--- src/rtl/can_pkg.sv ---
// Shared types for the CAN receive frame assembler: frame record layout and assembly FSM states.
// Latency: n/a (types and constants only).
// Backpressure: n/a. Optional timestamp field selected by CAN_RX_TIMESTAMP_EN.
package can_pkg;

  localparam int CAN_MAX_BYTES = 8;
  localparam int CAN_ID_W      = 29;
  localparam int CAN_TS_W      = 32;

  typedef enum logic [1:0] {
    ST_IDLE    = 2'd0,
    ST_COLLECT = 2'd1,
    ST_COMMIT  = 2'd2
  } can_asm_state_t;

  typedef struct packed {
    logic                         ide;
    logic [CAN_ID_W-1:0]          id;
    logic [3:0]                   len;
    logic                         err;
    logic [8*CAN_MAX_BYTES-1:0]   data;
`ifdef CAN_RX_TIMESTAMP_EN
    logic [CAN_TS_W-1:0]          timestamp;
`endif
  } can_frame_rec_t;

endpackage

--- src/rtl/can_frame_fifo.sv ---
// Synchronous first-word-fall-through FIFO of frame records; head visible on pop_dat whenever !empty.
// Latency: a pushed word is visible at the head the cycle after the push.
// Backpressure: push ignored when full unless a pop happens in the same cycle; pop ignored when empty.
// Ports: clk, rst (sync, active-high), push/push_dat, pop/pop_dat, empty, full, level (0..2**AW).
module can_frame_fifo #(
  parameter int W  = 8,
  parameter int AW = 4
) (
  input  logic          clk,
  input  logic          rst,
  input  logic          push,
  input  logic [W-1:0]  push_dat,
  input  logic          pop,
  output logic [W-1:0]  pop_dat,
  output logic          empty,
  output logic          full,
  output logic [AW:0]   level
);

  logic [W-1:0] mem [0:(1<<AW)-1];
  logic [AW:0]  wr_ptr;
  logic [AW:0]  rd_ptr;
  logic         do_push;
  logic         do_pop;

  // Pointers carry one extra wrap bit: equal -> empty, only the MSB differs -> full.
  assign empty   = (wr_ptr == rd_ptr);
  assign full    = (wr_ptr[AW] != rd_ptr[AW]) && (wr_ptr[AW-1:0] == rd_ptr[AW-1:0]);
  assign level   = wr_ptr - rd_ptr;
  assign do_pop  = pop && !empty;
  // When full, a same-cycle pop frees the slot being written (head is read before the edge).
  assign do_push = push && (!full || do_pop);
  assign pop_dat = mem[rd_ptr[AW-1:0]];

  always_ff @(posedge clk) begin
    if (rst) begin
      wr_ptr <= '0;
      rd_ptr <= '0;
    end else begin
      if (do_push) wr_ptr <= wr_ptr + (AW+1)'(1);
      if (do_pop)  rd_ptr <= rd_ptr + (AW+1)'(1);
    end
  end

  always_ff @(posedge clk) begin
    if (do_push) mem[wr_ptr[AW-1:0]] <= push_dat;
  end

endmodule

--- src/rtl/can_rx_frame_assembler.sv ---
// Packs the CAN receive byte stream into frame records and queues them for the host over valid/ready.
// Latency: rx_last byte sampled -> record on m_valid 2 clk later (one COMMIT cycle + FIFO write).
// Backpressure: byte stream cannot stall; whole frames are dropped (drop_cnt, saturating) when the queue is full.
// Ports: clk, rst (sync, active-high); rx_valid/rx_last/rx_data/rx_id/rx_ide byte stream in;
//        m_valid/m_ready/m_id/m_ide/m_len/m_data/m_err record out; fifo_level, drop_cnt status.
// Build option CAN_RX_TIMESTAMP_EN adds a free-running cycle counter and the m_timestamp output.
module can_rx_frame_assembler
  import can_pkg::*;
#(
  parameter int FIFO_AW = 4,
  parameter int DROP_CW = 16
) (
  input  logic                    clk,
  input  logic                    rst,
  input  logic                    rx_valid,
  input  logic                    rx_last,
  input  logic [7:0]              rx_data,
  input  logic [CAN_ID_W-1:0]     rx_id,
  input  logic                    rx_ide,
  output logic                    m_valid,
  input  logic                    m_ready,
  output logic [CAN_ID_W-1:0]     m_id,
  output logic                    m_ide,
  output logic [3:0]              m_len,
  output logic [63:0]             m_data,
  output logic                    m_err,
  output logic [FIFO_AW:0]        fifo_level,
  output logic [DROP_CW-1:0]      drop_cnt
`ifdef CAN_RX_TIMESTAMP_EN
  ,
  output logic [CAN_TS_W-1:0]     m_timestamp
`endif
);

  can_asm_state_t              state;
  can_asm_state_t              state_nxt;
  logic [3:0]                  cnt;
  logic [8*CAN_MAX_BYTES-1:0]  asm_data;
  logic [CAN_ID_W-1:0]         asm_id;
  logic                        asm_ide;
  logic                        asm_err;
  logic                        frame_start;
  logic                        commit;
  logic                        pop;
  logic                        push_ok;
  logic                        fifo_empty;
  logic                        fifo_full;
  can_frame_rec_t              push_rec;
  can_frame_rec_t              head_rec;
  can_frame_rec_t              out_rec;

`ifdef CAN_RX_TIMESTAMP_EN
  logic [CAN_TS_W-1:0]         ts_cnt;
  logic [CAN_TS_W-1:0]         asm_ts;

  always_ff @(posedge clk) begin
    if (rst) ts_cnt <= '0;
    else     ts_cnt <= ts_cnt + CAN_TS_W'(1);
  end
`endif

  // Any byte outside COLLECT opens a new frame, including one arriving during COMMIT.
  assign frame_start = rx_valid && (state != ST_COLLECT);
  assign commit      = (state == ST_COMMIT);
  assign pop         = m_valid && m_ready;
  assign push_ok     = commit && (!fifo_full || pop);

  always_ff @(posedge clk) begin
    if (rst) state <= ST_IDLE;
    else     state <= state_nxt;
  end

  always_comb begin
    state_nxt = state;
    case (state)
      ST_COLLECT: begin
        if (rx_valid && rx_last) state_nxt = ST_COMMIT;
      end
      default: begin
        if (rx_valid) state_nxt = rx_last ? ST_COMMIT : ST_COLLECT;
        else          state_nxt = ST_IDLE;
      end
    endcase
  end

  // Byte packing. cnt saturates at 8, so it doubles as the record length.
  always_ff @(posedge clk) begin
    if (rst) begin
      cnt      <= '0;
      asm_data <= '0;
      asm_id   <= '0;
      asm_ide  <= 1'b0;
      asm_err  <= 1'b0;
`ifdef CAN_RX_TIMESTAMP_EN
      asm_ts   <= '0;
`endif
    end else if (rx_valid) begin
      if (frame_start) begin
        asm_data <= {{(8*CAN_MAX_BYTES-8){1'b0}}, rx_data};
        asm_id   <= rx_id;
        asm_ide  <= rx_ide;
        asm_err  <= 1'b0;
        cnt      <= 4'd1;
`ifdef CAN_RX_TIMESTAMP_EN
        asm_ts   <= ts_cnt;
`endif
      end else if (cnt < 4'd8) begin
        asm_data[8*cnt +: 8] <= rx_data;
        cnt                  <= cnt + 4'd1;
      end else begin
        asm_err <= 1'b1;
      end
    end
  end

  always_comb begin
    push_rec      = '0;
    push_rec.ide  = asm_ide;
    push_rec.id   = asm_id;
    push_rec.len  = cnt;
    push_rec.err  = asm_err;
    push_rec.data = asm_data;
`ifdef CAN_RX_TIMESTAMP_EN
    push_rec.timestamp = asm_ts;
`endif
  end

  always_ff @(posedge clk) begin
    if (rst) begin
      drop_cnt <= '0;
    end else if (commit && !push_ok && (drop_cnt != '1)) begin
      drop_cnt <= drop_cnt + DROP_CW'(1);
    end
  end

  can_frame_fifo #(
    .W  ($bits(can_frame_rec_t)),
    .AW (FIFO_AW)
  ) u_fifo (
    .clk      (clk),
    .rst      (rst),
    .push     (push_ok),
    .push_dat (push_rec),
    .pop      (pop),
    .pop_dat  (head_rec),
    .empty    (fifo_empty),
    .full     (fifo_full),
    .level    (fifo_level)
  );

  // Record memory is not reset; zero the outputs while nothing is queued.
  assign m_valid = !fifo_empty;
  assign out_rec = m_valid ? head_rec : '0;
  assign m_id    = out_rec.id;
  assign m_ide   = out_rec.ide;
  assign m_len   = out_rec.len;
  assign m_data  = out_rec.data;
  assign m_err   = out_rec.err;
`ifdef CAN_RX_TIMESTAMP_EN
  assign m_timestamp = out_rec.timestamp;
`endif

endmodule

--- config.mk ---
export PLATFORM = sky130hd
export DESIGN_NAME = can_rx_frame_assembler
export DESIGN_NICKNAME = d
export VERILOG_FILES = /design/src/rtl/can_pkg.sv /design/src/rtl/can_frame_fifo.sv /design/src/rtl/can_rx_frame_assembler.sv
export SDC_FILE = /design/constraint.sdc
export NUM_CORES = 1
export LEC_CHECK = 0
export ABC_AREA = 1
export CAP_MARGIN = 20
export CORE_ASPECT_RATIO = 0.6
export CORE_MARGIN = 4
export CORE_UTILIZATION = 30
export DETAILED_ROUTE_END_ITERATION = 8
export GPL_ROUTABILITY_DRIVEN = 1
export GPL_TIMING_DRIVEN = 0
export PLACE_DENSITY_LB_ADDON = 0.05
export SLEW_MARGIN = 20
export SYNTH_ARGS = -nofsm -noshare
export SYNTH_HDL_FRONTEND = slang
export SYNTH_SLANG_ARGS = --single-unit
--- constraint.sdc ---
create_clock -name clk -period 11.69 [get_ports clk]
set_input_delay 3.507 -clock clk [delete_from_list [all_inputs] [get_ports clk]]
set_output_delay 3.507 -clock clk [all_outputs]
set_load 0.01 [all_outputs]
==> results.txt, run 1 <==
----------------------------------------------------
[Run status]
  Outcome ... completed

[Hold path]
  Worst min-delay path class ... reg2reg

[CTS]
  Hold bufs inserted after CTS ... 0
  Clock tree from TritonCTS ... done
  Number of resized instances in the post-cts repair step ... 0
  Number of levels in the clock H-tree ... 4
  Clock tree root buffer cell ... sky130_fd_sc_hd__clkbuf_16
  Clock Sinks ... 1715
  Number of post-CTS setup repair buffers ... 0
  Clock buffers created by TritonCTS ... 181
  Clock slew at the register clock pins of the worst setup and hold paths ... 0.06 ns
  Clk_lat worst skew ... 0.85 ns
  Number of buffers on the longest clock path ... 4

[Critical path]
  Most repeated library cell on the critical path ... sky130_fd_sc_hd__buf_2
  Slowest stage cell on the critical path ... sky130_fd_sc_hd__buf_2
  Largest fanout on the critical path ... 10
  Crit path capture type ... output pin
  Required time of the critical path ... ~8.2 ns
  Series of cell instances along the critical path ... buf_2 > buf_2 > clkbuf_1 > o21ai_0 > o221ai_1 > nand3_1 > a21oi_1 > clkdlybuf4s50_1
  Setup CP Type ... reg2out
  Endpoint arrival time on the critical path ... 5.30 ns
  Family with the most delay on the worst path ... buffers and inverters
  Kind of start point of the critical path ... flip-flop
  Delay of the slowest cell on the worst path ... just over 0.7 ns
  Total buffers and inverters traversed by the critical path ... 4

[Synthesis]
  Primary FF master, synth ... sky130_fd_sc_hd__edfxtp_1
  Library cell with the largest summed area after synthesis ... sky130_fd_sc_hd__edfxtp_1
  Synthesized area ... 0.06704 sq mm
  Synthesis Warnings ... 0
  Area fraction of the dominant cell type after synthesis ... 70.95%
  Fraction of registers with async set/reset ... 0%
  Number of flip-flops and latches in the synthesized netlist ... around 1700
  Number of enable-type register cells in the synthesized netlist ... around 1600
  Top-count cell post-synth ... sky130_fd_sc_hd__edfxtp_1
  Synth cell types ... 36
  Avg Synthesized Cell Area ... 13.06 sq um
  Post-Synthesis Net Count ... just over 5000
  Post-synthesis instance total ... 5134
  Top cell types by occurrence after synthesis ... sky130_fd_sc_hd__edfxtp_1, sky130_fd_sc_hd__nor2_1, sky130_fd_sc_hd__o21ai_0
  Sequential fraction of the synthesis area ... 74.86%
  Cells taking the most area after synthesis ... sky130_fd_sc_hd__edfxtp_1, sky130_fd_sc_hd__o21ai_0, sky130_fd_sc_hd__nor2_1

[Floorplan]
  Initial Util ... 30.16%
  Number of placement rows ... 134
  Chip Height ... 374.2 um
  Num ports ... 164
  Total Die Area ... 0.2314 sq mm
  Area of the placeable core ... 0.2223 sq mm
  Width of the chip ... slightly above 600 um

[Power]
  Switching power ... between 0.004 and 0.005 W
  Power density cells ... 184.9 mW/mm^2
  LEAKAGE ... ~25 nW
  Maximum resistive drop on vdd ... 0.09642 mV
  Switching fraction of total power ... between 20 and 30%
  Sequential group share of total power ... between 40% and 50%
  Internal power contribution ... 0.01056 W
  Combinational share of power ... between 10% and 20%
  Clock network fraction of design power ... 38.2%

[Run]
  Number of max-capacitance violations reported ... 0

[Routing]
  Total via count in the routed design ... between 40000 and 50000
  DRC violations left ... 0
  Wirelength, routed ... 283800 um
  Initial detailed-routing violation count ... 5724
  Number of vias per cell ... 5.322
  1st-pass router iterations ... 6
  Antenna violation net count after detailed routing ... 0
  Routed wire per std cell ... 32.50 um

[Timing]
  Worst slew margin relative to its limit ... 18.61%
  Number of max-slew violations in the final report ... 0
  Number of failing setup endpoints in the final timing report ... 0
  Post-route worst setup slack ... 2.881 ns
  Post-Route Skew ... 0.04342 ns
  Shortest period the worst path allows ... approximately 9 ns
  Unrepaired setup endpoints after global routing ... false
  Maximum clock rate ... approximately 0.11 GHz
  Count of final hold-check violations ... 0
  Slew of the pin with the lowest slew margin ... 1.221 ns
  Tcrit/Tclk final ... 75.36%

[Global routing]
  Remaining Overflow, GRT ... 0
  Wire length of the first global-routing pass ... 382300 um
  Number of global-route vias before repair ... ~43000
  Largest net degree at the start of global routing ... 55
  Initial antenna violation count ... 23
  GRT Overall Usage ... 23.83%

[Layout]
  Layout cells sized above 1 ... 8.896%
  Area growth from synthesis to layout ... 20.73%
  Final Net Count ... 5656
  Core utilization of the finished layout ... 36.41%

[Place]
  Pre-CTS WS ... ~3.7 ns
  Detailed placement HPWL ... 196800 um
  Gp weighted congestion ... 0.8098
  Number of buffers added on ports ... 162

----------------------------------------------------
-- metal layers --
metal  GRT usage (%)  up-vias  share of wire [%]
li1                -    20260                  -
met1           38.63    24060                 50
met2           32.53     1823                 40
met3           4.072      337                7.2
met4           5.361        0                2.3
met5               0        -                  0
-- cell type report --
class	instances	area, sq um
Buffer	374	1627
Clock inverter	56	541.8
Inverter	62	241.5
Tap cell	2992	3744
Timing Repair Buffer	282	4392
Sequential cell	1715	50190
Clock buffer	261	5054
Multi-Input combinational cell	2983	15140
Fill cell	21490	141400
Antenna cell	8	20.02
-- registers in the layout, summed over array words and instances (netlist names), 2 cells and up, named ones only --
signal / cells
asm_data: 64
drop_cnt: 16
u_fifo.rd_ptr: 5
u_fifo.mem: 1584
asm_id: 29
state: 2
cnt: 4
u_fifo.wr_ptr: 5
-- worst min-delay path, cell delays in order, from the launching register on --
cell	delay, ns
sky130_fd_sc_hd__dfxtp_1	0.32
sky130_fd_sc_hd__inv_1	0.06
sky130_fd_sc_hd__a21oi_1	0.05
-- worst paths after layout --
kind | startpoint | slack (ns) | to | depth (start not counted)
worst max-delay path | flip-flop | 2.88 | m_data[55] | 8
worst min-delay path | u_fifo.wr_ptr[4]$_SDFFE_PP0P_ | 0.49 | u_fifo.wr_ptr[4]$_SDFFE_PP0P_ | 2
worst max register to register | u_fifo.rd_ptr[1]$_SDFFE_PP0N_ | 7.94 | u_fifo.mem[13][13]$_DFFE_PP_ | 14
worst min register to register | u_fifo.wr_ptr[4]$_SDFFE_PP0P_ | 0.49 | u_fifo.wr_ptr[4]$_SDFFE_PP0P_ | 2
-- stage by stage --
stage | total power (W) | setup TNS [ns] | hold slack (ns) | area [sq um] | cells
6_report | 0.01497 | 0 | 0.4852 | 80950 | 8733
4_1_cts | 0.01506 | 0 | 0.4919 | 80920 | 8725
2_1_floorplan | 0.007964 | 0 | 0.4507 | 67040 | 5134
5_1_grt | 0.01546 | 0 | 0.5205 | 80930 | 8726
3_3_place_gp | 0.009353 | -6966.48 | 0.4729 | 72410 | 8288
3_5_place_dp | 0.009370 | 0 | 0.4832 | 75330 | 8408
-- cells in the final DEF, fill, tap and decap left out, types with 19 or more instances in the layout --
master | netlist | final
sky130_fd_sc_hd__a21oi_1 | 189 | 189
sky130_fd_sc_hd__buf_12 | 0 | 71
sky130_fd_sc_hd__buf_16 | 0 | 49
sky130_fd_sc_hd__buf_2 | 68 | 69
sky130_fd_sc_hd__buf_4 | 25 | 25
sky130_fd_sc_hd__clkbuf_1 | 263 | 302
sky130_fd_sc_hd__clkbuf_16 | 0 | 184
sky130_fd_sc_hd__clkbuf_2 | 0 | 22
sky130_fd_sc_hd__clkdlybuf4s50_1 | 0 | 162
sky130_fd_sc_hd__clkinv_1 | 2 | 20
sky130_fd_sc_hd__clkinv_2 | 1 | 20
sky130_fd_sc_hd__dfxtp_1 | 131 | 130
sky130_fd_sc_hd__edfxtp_1 | 1584 | 1584
sky130_fd_sc_hd__inv_1 | 54 | 53
sky130_fd_sc_hd__nand2_1 | 122 | 122
sky130_fd_sc_hd__nand3_1 | 178 | 178
sky130_fd_sc_hd__nor2_1 | 1068 | 1053
sky130_fd_sc_hd__nor2_4 | 4 | 19
sky130_fd_sc_hd__o211ai_1 | 218 | 218
sky130_fd_sc_hd__o21ai_0 | 855 | 855
sky130_fd_sc_hd__o221ai_1 | 178 | 178
sky130_fd_sc_hd__o22ai_1 | 88 | 88
-- kinds of logic (layout without fill, tap and decap cells) --
group	count (synthesis)	after routing	share of synthesized area, %
xor+xnor	11	11	0.1437
buf+inv	436	1035	2.732
compound gates	1544	1544	13.50
other cells	0	8	0
simple gates	1414	1414	8.493
fa+ha+maj	14	14	0.2725
flops	1715	1715	74.86
-- power by group through the flow --
stage | sequential (W) | combinational (W) | clock (W)
finish | 0.00677 | 0.00247 | 0.00572
global route | 0.00678 | 0.00261 | 0.00607
CTS | 0.00677 | 0.00247 | 0.00581
detailed placement | 0.00691 | 0.00246 | 0
global placement | 0.00691 | 0.00244 | 0
floorplan | 0.00686 | 0.00111 | 0
Power figures use the tool's default switching activity.
==> run 2: changes to the inputs <==
clock period = 7.6 ns   (was 11.69 ns; I/O delays follow)
==> run 2 against run 1 <==
Largest cell class unchanged. Register-to-register slack got worse by 4.1 ns. Global-route usage is the same. Flip-flop and latch count stayed put. Wire length about the same. Critical endpoint is now m_data[30]. Utilization barely moved. Combinational power is 54% higher. Clock-buffer cell count is the same.
==> results.txt, run 2 (same netlist as run 1, synthesis figures left out) <==
----------------------------------------------------
[Run status]
  Outcome ... completed

[Floorplan]
  Initial Util ... 30.16% (unchanged)
  Total Die Area ... 0.2314 sq mm (unchanged)
  Width of the chip ... 618.3 um (unchanged)
  Area of the placeable core ... 0.2223 sq mm (unchanged)
  Num ports ... 164 (unchanged)
  Chip Height ... 374.2 um (unchanged)
  Number of placement rows ... 134 (unchanged)

[Routing]
  Wirelength, routed ... 283800 um (about the same)
  Routed wire per std cell ... 32.50 um (about the same)
  Initial detailed-routing violation count ... 5735 (+0.19%)
  Antenna violation net count after detailed routing ... 0 (unchanged)
  1st-pass router iterations ... 6 (unchanged)
  Total via count in the routed design ... 46470 (-0.013%)
  DRC violations left ... 0 (unchanged)
  Number of vias per cell ... 5.322 (about the same)

[Layout]
  Highest-count cells in the layout ignoring fill and taps ... sky130_fd_sc_hd__edfxtp_1, sky130_fd_sc_hd__nor2_1, sky130_fd_sc_hd__o21ai_0, sky130_fd_sc_hd__clkbuf_1, sky130_fd_sc_hd__o211ai_1
  Layout cells sized above 1 ... 8.896% (unchanged)
  Post-route cell area ... 0.08095 sq mm (about the same)
  Area growth from synthesis to layout ... 20.74% (about the same)
  Most common cell after layout, fill and taps aside ... sky130_fd_sc_hd__edfxtp_1
  Final Net Count ... 5656 (unchanged)
  Flip-flop count of the largest register after layout ... 1584 (unchanged)
  Post-Layout Cell Count ... 8733 (unchanged)

[Critical path]
  Kind of start point of the critical path ... flip-flop
  Endpoint arrival time on the critical path ... 5.24 ns (-0.06 ns)
  Largest fanout on the critical path ... 10 (unchanged)
  Setup CP Type ... reg2out
  Worst reg2reg path startpoint ... u_fifo.rd_ptr[1]$_SDFFE_PP0N_
  Crit path capture type ... output pin
  Required time of the critical path ... 5.32 ns (-2.86 ns)

[Timing]
  Tcrit/Tclk final ... 99.00%
  Shortest period the worst path allows ... 7.524 ns
  Number of failing setup endpoints in the final timing report ... 0 (unchanged)
  Unrepaired setup endpoints after global routing ... false
  Setup TNS Final ... 0 ns (unchanged)
  Slew of the pin with the lowest slew margin ... 1.221 ns (-0.0001030 ns)
  Post-Route Skew ... 0.04354 ns (+0.0001250 ns)
  Worst slew margin relative to its limit ... 18.62% (about the same)
  Number of max-slew violations in the final report ... 0 (unchanged)
  Maximum clock rate ... between 0.1 and 0.15 GHz
  Post-route worst hold slack ... 0.4852 ns (unchanged)
  Count of final hold-check violations ... 0 (unchanged)

[CTS]
  Number of levels in the clock H-tree ... 4 (unchanged)
  Clk_lat worst skew ... 0.85 ns (about the same)
  Clock slew at the register clock pins of the worst setup and hold paths ... 0.06 ns (about the same)
  Clock tree root buffer cell ... sky130_fd_sc_hd__clkbuf_16
  Clock tree from TritonCTS ... done
  Number of buffers on the longest clock path ... 4 (unchanged)
  Number of post-CTS setup repair buffers ... 0 (unchanged)
  Clock buffers created by TritonCTS ... 181 (unchanged)
  Clock Sinks ... 1715 (unchanged)

[Hold path]
  Min-Delay Startpoint ... u_fifo.wr_ptr[4]$_SDFFE_PP0P_
  Worst min-delay path class ... reg2reg

[Place]
  Number of buffers added on ports ... 162 (unchanged)
  Number of placed cells counting well taps ... 8408 (unchanged)
  Placed Area ... 0.07533 sq mm (unchanged)
  Gp weighted congestion ... 0.8098 (unchanged)
  Detailed placement HPWL ... 196800 um (unchanged)

[Global routing]
  Initial antenna violation count ... 23 (unchanged)
  Largest net degree at the start of global routing ... 55 (unchanged)
  Number of global-route vias before repair ... 43460 (unchanged)
  Remaining Overflow, GRT ... 0 (unchanged)
  Wire length of the first global-routing pass ... 382300 um (unchanged)
  GRT Overall Usage ... 23.83% (unchanged)

[Power]
  Internal power contribution ... 0.01624 W (+54%)
  Switching power ... 0.006781 W (+54%)
  Switching fraction of total power ... 29.46% (about the same)
  Clock network fraction of design power ... 38.2% (about the same)
  Sequential group share of total power ... 45.2% (about the same)
  Combinational share of power ... 16.5% (about the same)
  Maximum resistive drop on vdd ... 0.1483 mV (+54%)
  Power density cells ... 284.4 mW/mm^2 (+54%)
  LEAKAGE ... 25.26 nW (about the same)

[Run]
  Number of max-capacitance violations reported ... 0 (unchanged)

----------------------------------------------------
-- run 2: cell count changes in the layout (fill, tap and decap cells not counted) --
| cell | before | now |
|---|---|---|
| sky130_fd_sc_hd__buf_4 | 25 | 26 |
| sky130_fd_sc_hd__buf_2 | 69 | 68 |
-- run 2: power by group through the flow --
stage,Sequential [W],Clock (W),Combinational (W)
finish,0.0104,0.00880,0.00380
global route,0.0104,0.00934,0.00402
CTS,0.0104,0.00894,0.00380
detailed placement,0.0106,0,0.00379
global placement,0.0106,0,0.00375
floorplan,0.0105,0,0.00170
-- run 2: area by class of cell --
class                   instances  area, sq um
diodes                          8        20.02
plain buffers                 374         1629
clock buffers                 261         5054
clock inverters                56        541.8
fillers                     21490       141400
inverters                      62        241.5
multi-input cells            2983        15140
flip-flops and latches       1715        50190
well taps                    2992         3744
repair buffers                282         4392
-- run 2: layer usage --
layer / GRT usage (%) / share of wire (%) / vias to the layer above
li1: - / - / 20260
met1: 38.63 / 50 / 24040
met2: 32.53 / 40 / 1829
met3: 4.072 / 7.2 / 339
met4: 5.361 / 2.3 / 0
met5: 0 / 0 / -
-- run 2: what timing repair did --
item / in CTS / in global routing
endpoints found under the setup margin: 1 / 0
gates resized for setup: 1 / 0
hold buffers: 0 / 0
-- run 2: stage by stage --
step                worst slack [ns]  utilization [%]  total power [W]
floorplan                    0.09269                -          0.01225
global placement              -8.427            32.57          0.01439
detailed placement            0.8529            33.88          0.01441
CTS                          0.01870            36.40          0.02316
global route                 0.06798            36.40          0.02379
finish                       0.07591            36.41          0.02302
-- run 2: worst paths after layout --
check	to	slack, ns	cells after the start
worst min register to register	u_fifo.wr_ptr[4]$_SDFFE_PP0P_	0.49	2
worst max register to register	u_fifo.mem[13][13]$_DFFE_PP_	3.85	14
worst min-delay path	u_fifo.wr_ptr[4]$_SDFFE_PP0P_	0.49	2
worst max-delay path	m_data[30]	0.08	7
-- run 2: worst max-delay path: stages (launching register included) --
cell                              delay [ns]
sky130_fd_sc_hd__dfxtp_1                0.29
sky130_fd_sc_hd__buf_2                  0.34
sky130_fd_sc_hd__inv_2                  0.64
sky130_fd_sc_hd__clkbuf_1               0.69
sky130_fd_sc_hd__buf_1                  0.79
sky130_fd_sc_hd__nand3_1                0.58
sky130_fd_sc_hd__a21oi_1                0.46
sky130_fd_sc_hd__clkdlybuf4s50_1        0.61
